`src/rtl/elevator_call_scheduler_pkg.sv`:
```
// Shared types for the elevator call scheduler: FSM state encoding.
package elevator_call_scheduler_pkg;

    typedef enum logic [1:0] {
        IDLE = 2'b00,
        MOVE = 2'b01,
        DOOR = 2'b10
    } state_t;

endpackage

```
`src/rtl/elevator_dir_select.sv`:
```
// Combinational view of the pending calls relative to the car:
// is the current floor called, and is anything called above or below it.
module elevator_dir_select #(
    parameter int NUM_FLOORS = 7,
    parameter int FLOOR_W    = 3
) (
    input  logic [NUM_FLOORS-1:0] pending,
    input  logic [FLOOR_W-1:0]    cur_floor,
    output logic                  hit_cur,
    output logic                  above,
    output logic                  below
);

    logic [NUM_FLOORS-1:0] hit_mask;
    logic [NUM_FLOORS-1:0] above_mask;
    logic [NUM_FLOORS-1:0] below_mask;

    // Bit i stands for floor i+1, so each bit compares its own floor number.
    for (genvar i = 0; i < NUM_FLOORS; i++) begin : g_floor
        localparam logic [FLOOR_W-1:0] FLOOR_NUM = FLOOR_W'(i + 1);
        assign hit_mask[i]   = pending[i] && (cur_floor == FLOOR_NUM);
        assign above_mask[i] = pending[i] && (FLOOR_NUM > cur_floor);
        assign below_mask[i] = pending[i] && (FLOOR_NUM < cur_floor);
    end

    assign hit_cur = |hit_mask;
    assign above   = |above_mask;
    assign below   = |below_mask;

endmodule

```
`src/rtl/elevator_call_scheduler.sv`:
```
// Collective (SCAN) elevator scheduler: latches floor calls, moves the car
// one floor at a time and holds the door open at every called floor.
module elevator_call_scheduler
    import elevator_call_scheduler_pkg::*;
#(
    parameter int NUM_FLOORS = 7,
    parameter int FLOOR_W    = 3,
    parameter int STEP_TICKS = 250_000_000,
    parameter int DOOR_TICKS = 100_000_000,
    parameter int CNT_W      = 28
) (
    input  logic                  clk,
    input  logic                  rst,
    input  logic [NUM_FLOORS-1:0] req,
    input  logic                  run_en,
    output logic [FLOOR_W-1:0]    cur_floor,
    output logic                  dir_up,
    output logic                  moving,
    output logic                  door_open,
    output logic [NUM_FLOORS-1:0] pending
);

    state_t                state_q, state_d;
    logic [CNT_W-1:0]      tick_q, tick_d;
    logic [FLOOR_W-1:0]    cur_floor_q, cur_floor_d;
    logic                  dir_up_q, dir_up_d;
    logic [NUM_FLOORS-1:0] pending_q, pending_d;
    logic [NUM_FLOORS-1:0] cur_mask;
    logic                  clr_en;
    logic                  hit_cur;
    logic                  above;
    logic                  below;

    elevator_dir_select #(
        .NUM_FLOORS(NUM_FLOORS),
        .FLOOR_W   (FLOOR_W)
    ) u_dir_select (
        .pending  (pending_q),
        .cur_floor(cur_floor_q),
        .hit_cur  (hit_cur),
        .above    (above),
        .below    (below)
    );

    always_comb begin
        cur_mask = '0;
        for (int i = 0; i < NUM_FLOORS; i++) begin
            cur_mask[i] = (cur_floor_q == FLOOR_W'(i + 1));
        end
    end

    always_comb begin
        state_d     = state_q;
        tick_d      = tick_q;
        cur_floor_d = cur_floor_q;
        dir_up_d    = dir_up_q;
        clr_en      = 1'b0;

        case (state_q)
            IDLE: begin
                // Serve the current floor first, then keep sweeping, then reverse.
                if (hit_cur) begin
                    state_d = DOOR;
                    tick_d  = '0;
                    clr_en  = 1'b1;
                end else if (dir_up_q && above) begin
                    state_d = MOVE;
                    tick_d  = '0;
                end else if (!dir_up_q && below) begin
                    state_d = MOVE;
                    tick_d  = '0;
                end else if (above) begin
                    state_d  = MOVE;
                    tick_d   = '0;
                    dir_up_d = 1'b1;
                end else if (below) begin
                    state_d  = MOVE;
                    tick_d   = '0;
                    dir_up_d = 1'b0;
                end
            end

            MOVE: begin
                if (run_en) begin
                    if (tick_q == CNT_W'(STEP_TICKS - 1)) begin
                        cur_floor_d = dir_up_q ? cur_floor_q + FLOOR_W'(1)
                                               : cur_floor_q - FLOOR_W'(1);
                        tick_d      = '0;
                        state_d     = IDLE;
                    end else begin
                        tick_d = tick_q + CNT_W'(1);
                    end
                end
            end

            DOOR: begin
                clr_en = 1'b1;
                // A fresh call for this floor keeps the door open a full period.
                if ((req & cur_mask) != '0) begin
                    tick_d = '0;
                end else if (tick_q == CNT_W'(DOOR_TICKS - 1)) begin
                    tick_d  = '0;
                    state_d = IDLE;
                end else begin
                    tick_d = tick_q + CNT_W'(1);
                end
            end

            default: begin
                state_d = IDLE;
                tick_d  = '0;
            end
        endcase

        pending_d = (pending_q | req) & ~(clr_en ? cur_mask : '0);
    end

    always_ff @(posedge clk) begin
        if (rst) begin
            state_q     <= IDLE;
            tick_q      <= '0;
            cur_floor_q <= FLOOR_W'(1);
            dir_up_q    <= 1'b1;
            pending_q   <= '0;
        end else begin
            state_q     <= state_d;
            tick_q      <= tick_d;
            cur_floor_q <= cur_floor_d;
            dir_up_q    <= dir_up_d;
            pending_q   <= pending_d;
        end
    end

    assign cur_floor = cur_floor_q;
    assign dir_up    = dir_up_q;
    assign moving    = (state_q == MOVE);
    assign door_open = (state_q == DOOR);
    assign pending   = pending_q;

endmodule

```
`config.mk`:
```
export PLATFORM = sky130hd
export DESIGN_NAME = elevator_call_scheduler
export DESIGN_NICKNAME = d
export VERILOG_FILES = /design/src/rtl/elevator_call_scheduler_pkg.sv /design/src/rtl/elevator_dir_select.sv /design/src/rtl/elevator_call_scheduler.sv
export SDC_FILE = /design/constraint.sdc
export NUM_CORES = 1
export LEC_CHECK = 0
export CORE_MARGIN = 10
export CORE_UTILIZATION = 45
export CTS_BUF_LIST = sky130_fd_sc_hd__clkbuf_8
export DETAILED_ROUTE_END_ITERATION = 16
export DONT_BUFFER_PORTS = 1
export HOLD_SLACK_MARGIN = 0.02
export PLACE_DENSITY_LB_ADDON = 0.1
export REMOVE_ABC_BUFFERS = 1
export SETUP_SLACK_MARGIN = 0.4
export SLEW_MARGIN = 10
export SYNTH_ARGS = -nofsm -noshare
export SYNTH_HDL_FRONTEND = slang
export SYNTH_SLANG_ARGS = --single-unit
```
`constraint.sdc`:
```
create_clock -name clk -period 2.3 [get_ports clk]
set_input_delay 0.46 -clock clk [delete_from_list [all_inputs] [get_ports clk]]
set_output_delay 0.46 -clock clk [all_outputs]
set_load 0.1 [all_outputs]
```
==> qor.csv, run 1 <==
metric,value,unit
status,"complete, but fails checks",
violations,negative setup slack,
synth_compound_area_share,26.0,%
syn_area_per_cell,8.05,sq um
cts_inserted_buffers,5,
start_util,46.1,%
clkSinkCount,41,
critical_path_arrival,2.62,ns
layout_commonest_cell,buf_4,
drc,0,
powerDensity,693,nW/um^2
cts_tree,built,
grt_pass1_wl,14.0,mm
start_kind,flip-flop,
grt_overflow,0,
fp.dieW,97.9,microns
rows,28,
ant_nets,0,
final_cell_mix,"buf_4 (73), dfxtp_1 (35), nand2_1 (24)",
finalNonFillerCells,487,
end_kind,flip-flop,
syn_inst,339,
synthFlopType,dfxtp_1,
grt_max_degree,48,
synthMuxAreaShare,1.83,%
path_delay_family,compound AO/OA/AOI/OAI gates,
netlist-cell-type-count,61,
place.gp.congestion,0.867,
viasPerCell,6.25,
worstHoldPathType,primary input to flip-flop,
insertion_delay,0.30,ns
r2r_slack,-0.10,ns
synth_top_family_by_area,simple AND/OR/NAND/NOR gates,
hold_viol,0,
place_inst,462,
first_global_vias,2737,
cpMaxStageDelayCell,dfxtp_4,
portBuffers,0,
ys_seq_area_share,30.1,%
crit_type,flip-flop to flip-flop,
drive_above_1_share,39.8,%
first_pass_iters,5,
fin_ws,-0.103,ns
grt_usage,17.1,%
path_buf_inv,3,
synth_fa_ha_area_share,4.59,%
synth_top_area_share,30.1,%
holdWs,0.216,ns
setup-violations-final,12,
cts_buffer_depth,2,
synth_area,2730,sq um
synthArstFlopShare,0,%
synth_edf_count,0,
path_cells,"buf_6, a211o_1, a222oi_1, o221ai_2, o31ai_4, buf_4, buf_8, a31oi_1, o32ai_1",
die_h,97.9,microns
pre_cts_slack,-0.157,ns
ys_seq_elements,41,
antenna_found_initial,0,
place_hpwl,5.99,mm
finalCriticalPeriod,2.40,ns
period_share,104,%
ys_top_cells_by_area,"dfxtp_1 (30%), ha_1 (4.6%), nand4_1 (4.4%)",
tightest_slew,0.512,ns
cts_root_buf,clkbuf_8,
htree_num_levels,2,
area_growth,46.3,%
wl_per_cell,18.8,microns
required,2.51,ns
critPathMaxFanout,5,
nNetsFinal,432,
synth-simple-area-share,30.8,%
path_clk_slew,0.08,ns
synth_top_cell_by_area,dfxtp_1,
fmax,0.416,GHz
dr_total_vias,3045,
cap_violations,0,
slowest_delay,0.37,ns
timing.clock.skew,0.00577,ns
utilization,67.4,%
synth_xor_area_share,0.963,%
nFillCells,474,
core_region_area,5920,sq um
dieArea,9580,sq um
slew_violations,0,
drt-total-wl,9.18,mm
drtIter0Drc,318,
power,2770,uW
antenna_cells,0,
peakVddDrop,679,uV
relSlewSlack,65.9,%
leakagePower,0.00137,uW
io_pins,23,
synth_warnings,0,
grt_setup_unrepaired,true,
-- logic make-up (layout without fill, tap and decap cells) --
family / Yosys count / in the layout
buffers and inverters: 38 / 111
AND/OR/NAND/NOR: 148 / 148
XOR/XNOR: 3 / 3
multiplexers: 5 / 5
AO/OA/AOI/OAI: 94 / 94
adder cells (fa/ha/maj): 10 / 10
flip-flops: 41 / 41
-- worst paths after layout --
check                                                from                       to  cells after the start
worst max-delay path            cur_floor[0]$_SDFFE_PP1P_   tick_q[2]$_SDFFE_PP0P_                      9
worst min-delay path                                  rst  tick_q[24]$_SDFFE_PP0P_                      1
worst max register to register  cur_floor[0]$_SDFFE_PP1P_   tick_q[2]$_SDFFE_PP0P_                      9
worst min register to register     tick_q[0]$_SDFFE_PP0P_   tick_q[0]$_SDFFE_PP0P_                      1
-- timing repair --
action                     CTS  global route
gates resized for setup     49            48
pin swaps                   22            11
setup buffers                9             6
hold buffers                 0             0
setup endpoints to repair   37            37
gates cloned                 2             1
-- Yosys cell counts, types with 4 or more instances --
cell type,count
nand2_1,24
nor3_1,8
a22oi_1,4
nor2b_1,7
nor2_1,22
mux2i_1,5
nand2b_1,7
clkbuf_1,13
or4_1,9
o31ai_1,9
a21oi_1,11
dfxtp_1,41
inv_1,15
ha_1,10
nand4_1,19
nand3_1,17
o21ai_0,10
nor4_1,7
buf_2,9
a31oi_1,12
a211oi_1,12
a32oi_1,5
-- routing by layer --
metal	routed length (microns)	vias to the layer above	track usage, %
met1	4210	1467	22.9
met4	138	0	5.93
met3	528	17	3.38
li1	-	1461	-
met2	4300	100	26.5
met5	0	-	0
-- worst reg2reg max path, stage by stage (launching register included) --
cell	delay, ns
dfxtp_4	0.37
buf_6	0.13
a211o_1	0.24
a222oi_1	0.34
o221ai_2	0.27
o31ai_4	0.37
buf_4	0.21
buf_8	0.13
a31oi_1	0.04
o32ai_1	0.22
-- through the flow --
step	setup TNS (ns)	area, sq um
floorplan	-41.39	2630
detailed placement	-1.47	3280
global placement	-0.624	3280
CTS	-0.00271	3700
finish	-0.555	3990
global route	-3.44	3990
-- power by group --
part	switching, uW	leakage (uW)	internal (uW)
clock	268	0.0000540	316
sequential	31.3	0.000335	735
combinational	829	0.000984	587
total	1130	0.00137	1640
-- registers in the layout, indices dropped and copies added, names as in the netlist --
register and cells:
state_q 2, pending 7, tick_q 28, cur_floor 3, dir_up 1
-- layout make-up --
class	instances	area, sq um	area share (%)
clock inverter	2	35.0	0.878
timing repair buffer	89	793	19.9
multi-input combinational	260	2110	52.9
clock buffer	5	68.8	1.72
sequential	41	833	20.9
inverter	15	56.3	1.41
tap	75	93.8	2.35
(Power assumes the default switching activity.)
==> run 2: changes to the inputs <==
ABC_AREA = 1   (was unset)
==> qor.csv, run 2 <==
metric,value,unit
viasPerCell,5.36,
r2r_slack,0.29,ns
synth_compound_area_share,9.81,%
synth-simple-area-share,47.5,%
clkSinkCount,41,
cts_tree,built,
synth_top_cell_by_area,dfxtp_1,
core_region_area,6420,sq um
syn_inst,498,
critical_path_arrival,2.24,ns
insertion_delay,0.30,ns
worstHoldPathType,primary input to flip-flop,
final_cell_area,3860,sq um
fmax,0.498,GHz
cap_violations,0,
wl_met3,573,microns
final_cell_mix,"nand2_1 (143), nor2_1 (74), inv_1 (55)",
place_inst,586,
synthFlopType,dfxtp_1,
drtIter0Drc,250,
setup-violations-final,0,
start_kind,flip-flop,
largest_reg_flops,28,
tightest_slew,0.835,ns
grt_pass1_wl,14.5,mm
fp.dieW,102,microns
drc,0,
synth_area,3000,sq um
end_kind,flip-flop,
drive_above_1_share,22.6,%
ant_nets,0,
required,2.53,ns
leakagePower,0.00157,uW
crit_type,flip-flop to flip-flop,
synthMuxAreaShare,0,%
synth_warnings,0,
finalCriticalPeriod,2.01,ns
first_pass_iters,5,
relSlewSlack,44.3,%
holdWs,0.207,ns
syn_area_per_cell,6.02,sq um
antenna_found_initial,0,
period_share,87.2,%
drt-total-wl,9.26,mm
portBuffers,0,
synth_edf_count,0,
dr_wl_met2,4.30,mm
place_hpwl,6.31,mm
regMostFlops,tick_q,
synth_top_family_by_area,simple AND/OR/NAND/NOR gates,
path_clk_slew,0.09,ns
timing.clock.skew,0.00879,ns
status,completed,
ys_seq_area_share,27.4,%
grt_overflow,0,
dieArea,10300,sq um
place.gp.congestion,0.921,
place_area,3160,sq um
wl_per_cell,15.0,microns
dr.max_layer_used,met4,
rows,29,
dr_total_vias,3315,
grt_usage,17.3,%
grt_setup_unrepaired,true,
area_growth,28.8,%
cts_buffer_depth,2,
cts_inserted_buffers,5,
io_pins,23,
ys_seq_elements,41,
ys_top_cells_by_area,"dfxtp_1 (27%), nand2_1 (19%), nor2_1 (11%)",
holdBufCountCts,0,
netlist-cell-type-count,30,
synth_fa_ha_area_share,4.17,%
synth_xor_area_share,0.584,%
grt_max_degree,16,
start_util,46.7,%
wl_met1,4.25,mm
die_h,102,microns
antenna_cells,0,
synth_commonest_cells,"nand2_1 (151), nor2_1 (87), inv_1 (59)",
synth_top_area_share,27.4,%
yosysMostFrequentCell,nand2_1,
synthArstFlopShare,0,%
critPathMaxFanout,8,
first_global_vias,2957,
powerDensity,637,nW/um^2
slew_violations,0,
finalNonFillerCells,618,
hold_viol,0,
cts_root_buf,clkbuf_8,
htree_num_levels,2,
peakVddDrop,576,uV
nNetsFinal,560,
layout_commonest_cell,nand2_1,
==> run 2: cell type report <==
cell class | instances | area (sq um)
fill | 624 | 2560
clock buffer | 5 | 68.8
inverter | 61 | 239
clock inverter | 3 | 65.1
multi-input combinational | 389 | 2140
timing repair buffer | 42 | 418
sequential | 41 | 832
tap | 77 | 96.3
==> run 2: final timing paths <==
kind / start / end / depth (start not counted)
worst max-delay path: cur_floor[0]$_SDFFE_PP1P_ / tick_q[9]$_SDFFE_PP0P_ / 15
worst min-delay path: rst / cur_floor[1]$_SDFFE_PP0P_ / 1
worst max register to register: cur_floor[0]$_SDFFE_PP1P_ / tick_q[9]$_SDFFE_PP0P_ / 15
worst min register to register: state_q[0]$_SDFFE_PP0P_ / state_q[0]$_SDFFE_PP0P_ / 2
==> run 2: routing by layer <==
layer | up-vias | track usage (%)
met5 | - | 0
li1 | 1672 | -
met3 | 17 | 2.79
met4 | 0 | 5.06
met2 | 125 | 27.8
met1 | 1501 | 23.2
==> run 2: kinds of logic (layout without fill, tap and decap cells) <==
logic type,after synthesis,in the layout
flip-flops,41,41
adder cells (fa/ha/maj),10,10
AND/OR/NAND/NOR,323,325
XOR/XNOR,2,2
buffers and inverters,70,111
AO/OA/AOI/OAI,52,52
==> run 2: power breakdown <==
part / internal [uW] / switching (uW) / total, uW
Sequential: 739 / 30.1 / 769
Combinational: 328 / 650 / 978
Clock: 432 / 282 / 714
==> run 2: what timing repair did <==
action | in CTS | in global routing
endpoints found under the setup margin | 31 | 32
cloned | 2 | 1
pin swaps | 9 | 18
buffers inserted | 16 | 5
resized for setup | 46 | 34
==> run 2: worst max-delay path, stage by stage, from the launching register on <==
cell	delay, ns
dfxtp_4	0.42
inv_6	0.06
ha_4	0.17
nand2_2	0.08
inv_2	0.05
nand2_2	0.05
nand2_2	0.08
nor2_4	0.10
nand2_2	0.07
nor2_4	0.18
a21oi_4	0.10
buf_12	0.15
a21oi_4	0.13
buf_12	0.15
nand2_1	0.06
nor2_1	0.09
==> run 2: metrics by stage <==
step / power [uW] / setup slack [ns] / TNS [ns] / util [%]
finish: 2460 / 0.294 / 0 / 60.1
detailed placement: 1490 / 0.0191 / 0 / 49.2
global placement: 1480 / 0.0588 / 0 / 49.2
floorplan: 1310 / -0.651 / -18.02 / -
global route: 2570 / 0.188 / 0 / 60.1
CTS: 2390 / 0.374 / 0 / 57.3
==> run 3: changes to the inputs <==
CORE_UTILIZATION = 34   (was 45)
==> qor.csv, run 3 (synthesized netlist as in run 2, its figures left out) <==
metric,value,unit
grt_setup_unrepaired,true,
io_pins,23,
hold_viol,0,
dieArea,13000,sq um
wl_per_cell,15.5,microns
timing.rr.end,tick_q[26]$_SDFFE_PP0P_,
setup-violations-final,0,
cts_buffer_depth,2,
cts_inserted_buffers,5,
start_kind,flip-flop,
die_h,114,microns
path_clk_slew,0.09,ns
layout_commonest_cell,nand2_1,
fp.dieW,114,microns
fmax,0.484,GHz
nNetsFinal,574,
worstHoldPathType,primary input to flip-flop,
cts_tree,built,
slew_violations,0,
final_cell_mix,"nand2_1 (134), nor2_1 (67), inv_1 (55)",
power,2480,uW
holdBufCountCts,0,
path_buf_inv,4,
fin_ws,0.235,ns
required,2.54,ns
portBuffers,0,
powerDensity,601,nW/um^2
critical_path_arrival,2.31,ns
ff2ff_path_depth,14,
drive_above_1_share,28.5,%
grt_usage,15.2,%
critPathMaxFanout,8,
timing.clock.skew,0.00799,ns
dr_total_vias,3422,
place_hpwl,6.82,mm
place.gp.congestion,0.872,
end_kind,flip-flop,
tightest_slew,0.708,ns
insertion_delay,0.30,ns
r2r-start,cur_floor[1]$_SDFFE_PP0P_,
setup-tns-final,0,ns
peakVddDrop,218,uV
min_from,rst,
grt_overflow,0,
status,completed,
htree_num_levels,2,
start_util,34.7,%
drtIter0Drc,215,
r2r_slack,0.24,ns
antenna_found_initial,0,
first_pass_iters,5,
crit_start,cur_floor[1]$_SDFFE_PP0P_,
path_delay_family,simple AND/OR/NAND/NOR gates,
first_global_vias,3164,
nFillCells,901,
slowest_delay,0.43,ns
hold_path_end,cur_floor[2]$_SDFFE_PP0P_,
period_share,89.8,%
largest_reg_flops,28,
viasPerCell,5.16,
holdWs,0.205,ns
drt-total-wl,10.3,mm
finalNonFillerCells,663,
leakagePower,0.00165,uW
grt_pass1_wl,16.0,mm
cpMaxStageDelayCell,dfxtp_4,
relSlewSlack,52.8,%
finalCriticalPeriod,2.06,ns
cap_violations,0,
pre_cts_slack,0.0927,ns
regMostFlops,tick_q,
core_region_area,8640,sq um
drc,0,
grt_max_degree,13,
crit_type,flip-flop to flip-flop,
clkSinkCount,41,
rows,34,
hold_path_depth,1,
ant_nets,0,
path_cells,"buf_12, nand2_8, nor2_4, nor2_2, nor2_2, nand3_2, nor2_4, a21oi_4, buf_6, buf_12, a21oi_4, buf_12, nand2_4, nor2_4",
place_inst,619,
antenna_cells,0,
cts_root_buf,clkbuf_8,
area_growth,37.8,%
## run 3: stage by stage
stage / utilization, % / area (sq um)
6_report: 47.8 / 4130
5_1_grt: 47.8 / 4130
4_1_cts: 44.4 / 3830
3_5_place_dp: 37.4 / 3230
3_3_place_gp: 37.4 / 3230
2_1_floorplan: - / 2910
## run 3: layout make-up
type / count / area [sq um] / share of cell area (%)
clock inverters: 1 / 5.00 / 0.121
inverters: 61 / 243 / 5.88
flip-flops and latches: 41 / 832 / 20.1
multi-input cells: 391 / 2220 / 53.8
well taps: 108 / 135 / 3.27
clock buffers: 7 / 96.3 / 2.33
repair buffers: 54 / 597 / 14.5
## run 3: routing by layer
metal	vias up	GRT usage [%]	routed length, microns
met5	-	0	0
met4	0	5.26	210
met3	17	3.41	703
met2	93	26.2	5040
met1	1597	18.2	4330
li1	1715	-	-
## run 3: worst max path at each step
stage | cells after the start | end
2_1_floorplan | 14 | tick_q[10]$_SDFFE_PP0P_
6_report | 14 | tick_q[26]$_SDFFE_PP0P_
3_3_place_gp | 10 | tick_q[16]$_SDFFE_PP0P_
5_1_grt | 14 | tick_q[23]$_SDFFE_PP0P_
4_1_cts | 18 | tick_q[19]$_SDFFE_PP0P_
3_5_place_dp | 12 | tick_q[7]$_SDFFE_PP0P_
## run 3: timing repair
action,4_1_cts,5_1_grt
endpoints found under the setup margin,32,35
cloned,5,2
buffers inserted,17,12
gates resized for setup,53,51
pin swaps,22,32
## run 3: worst register-to-register path: cells and delay by family (launching register included)
kind / cells / cell delay [ns]
AND/OR/NAND/NOR: 8 / 0.71
buffers and inverters: 4 / 0.65
flip-flops: 1 / 0.43
AO/OA/AOI/OAI: 2 / 0.22
## run 3: report_power, final
part           switching (uW)  internal (uW)
logic                     723            435
clock network             280            272
registers                31.7            739
total                    1030           1450
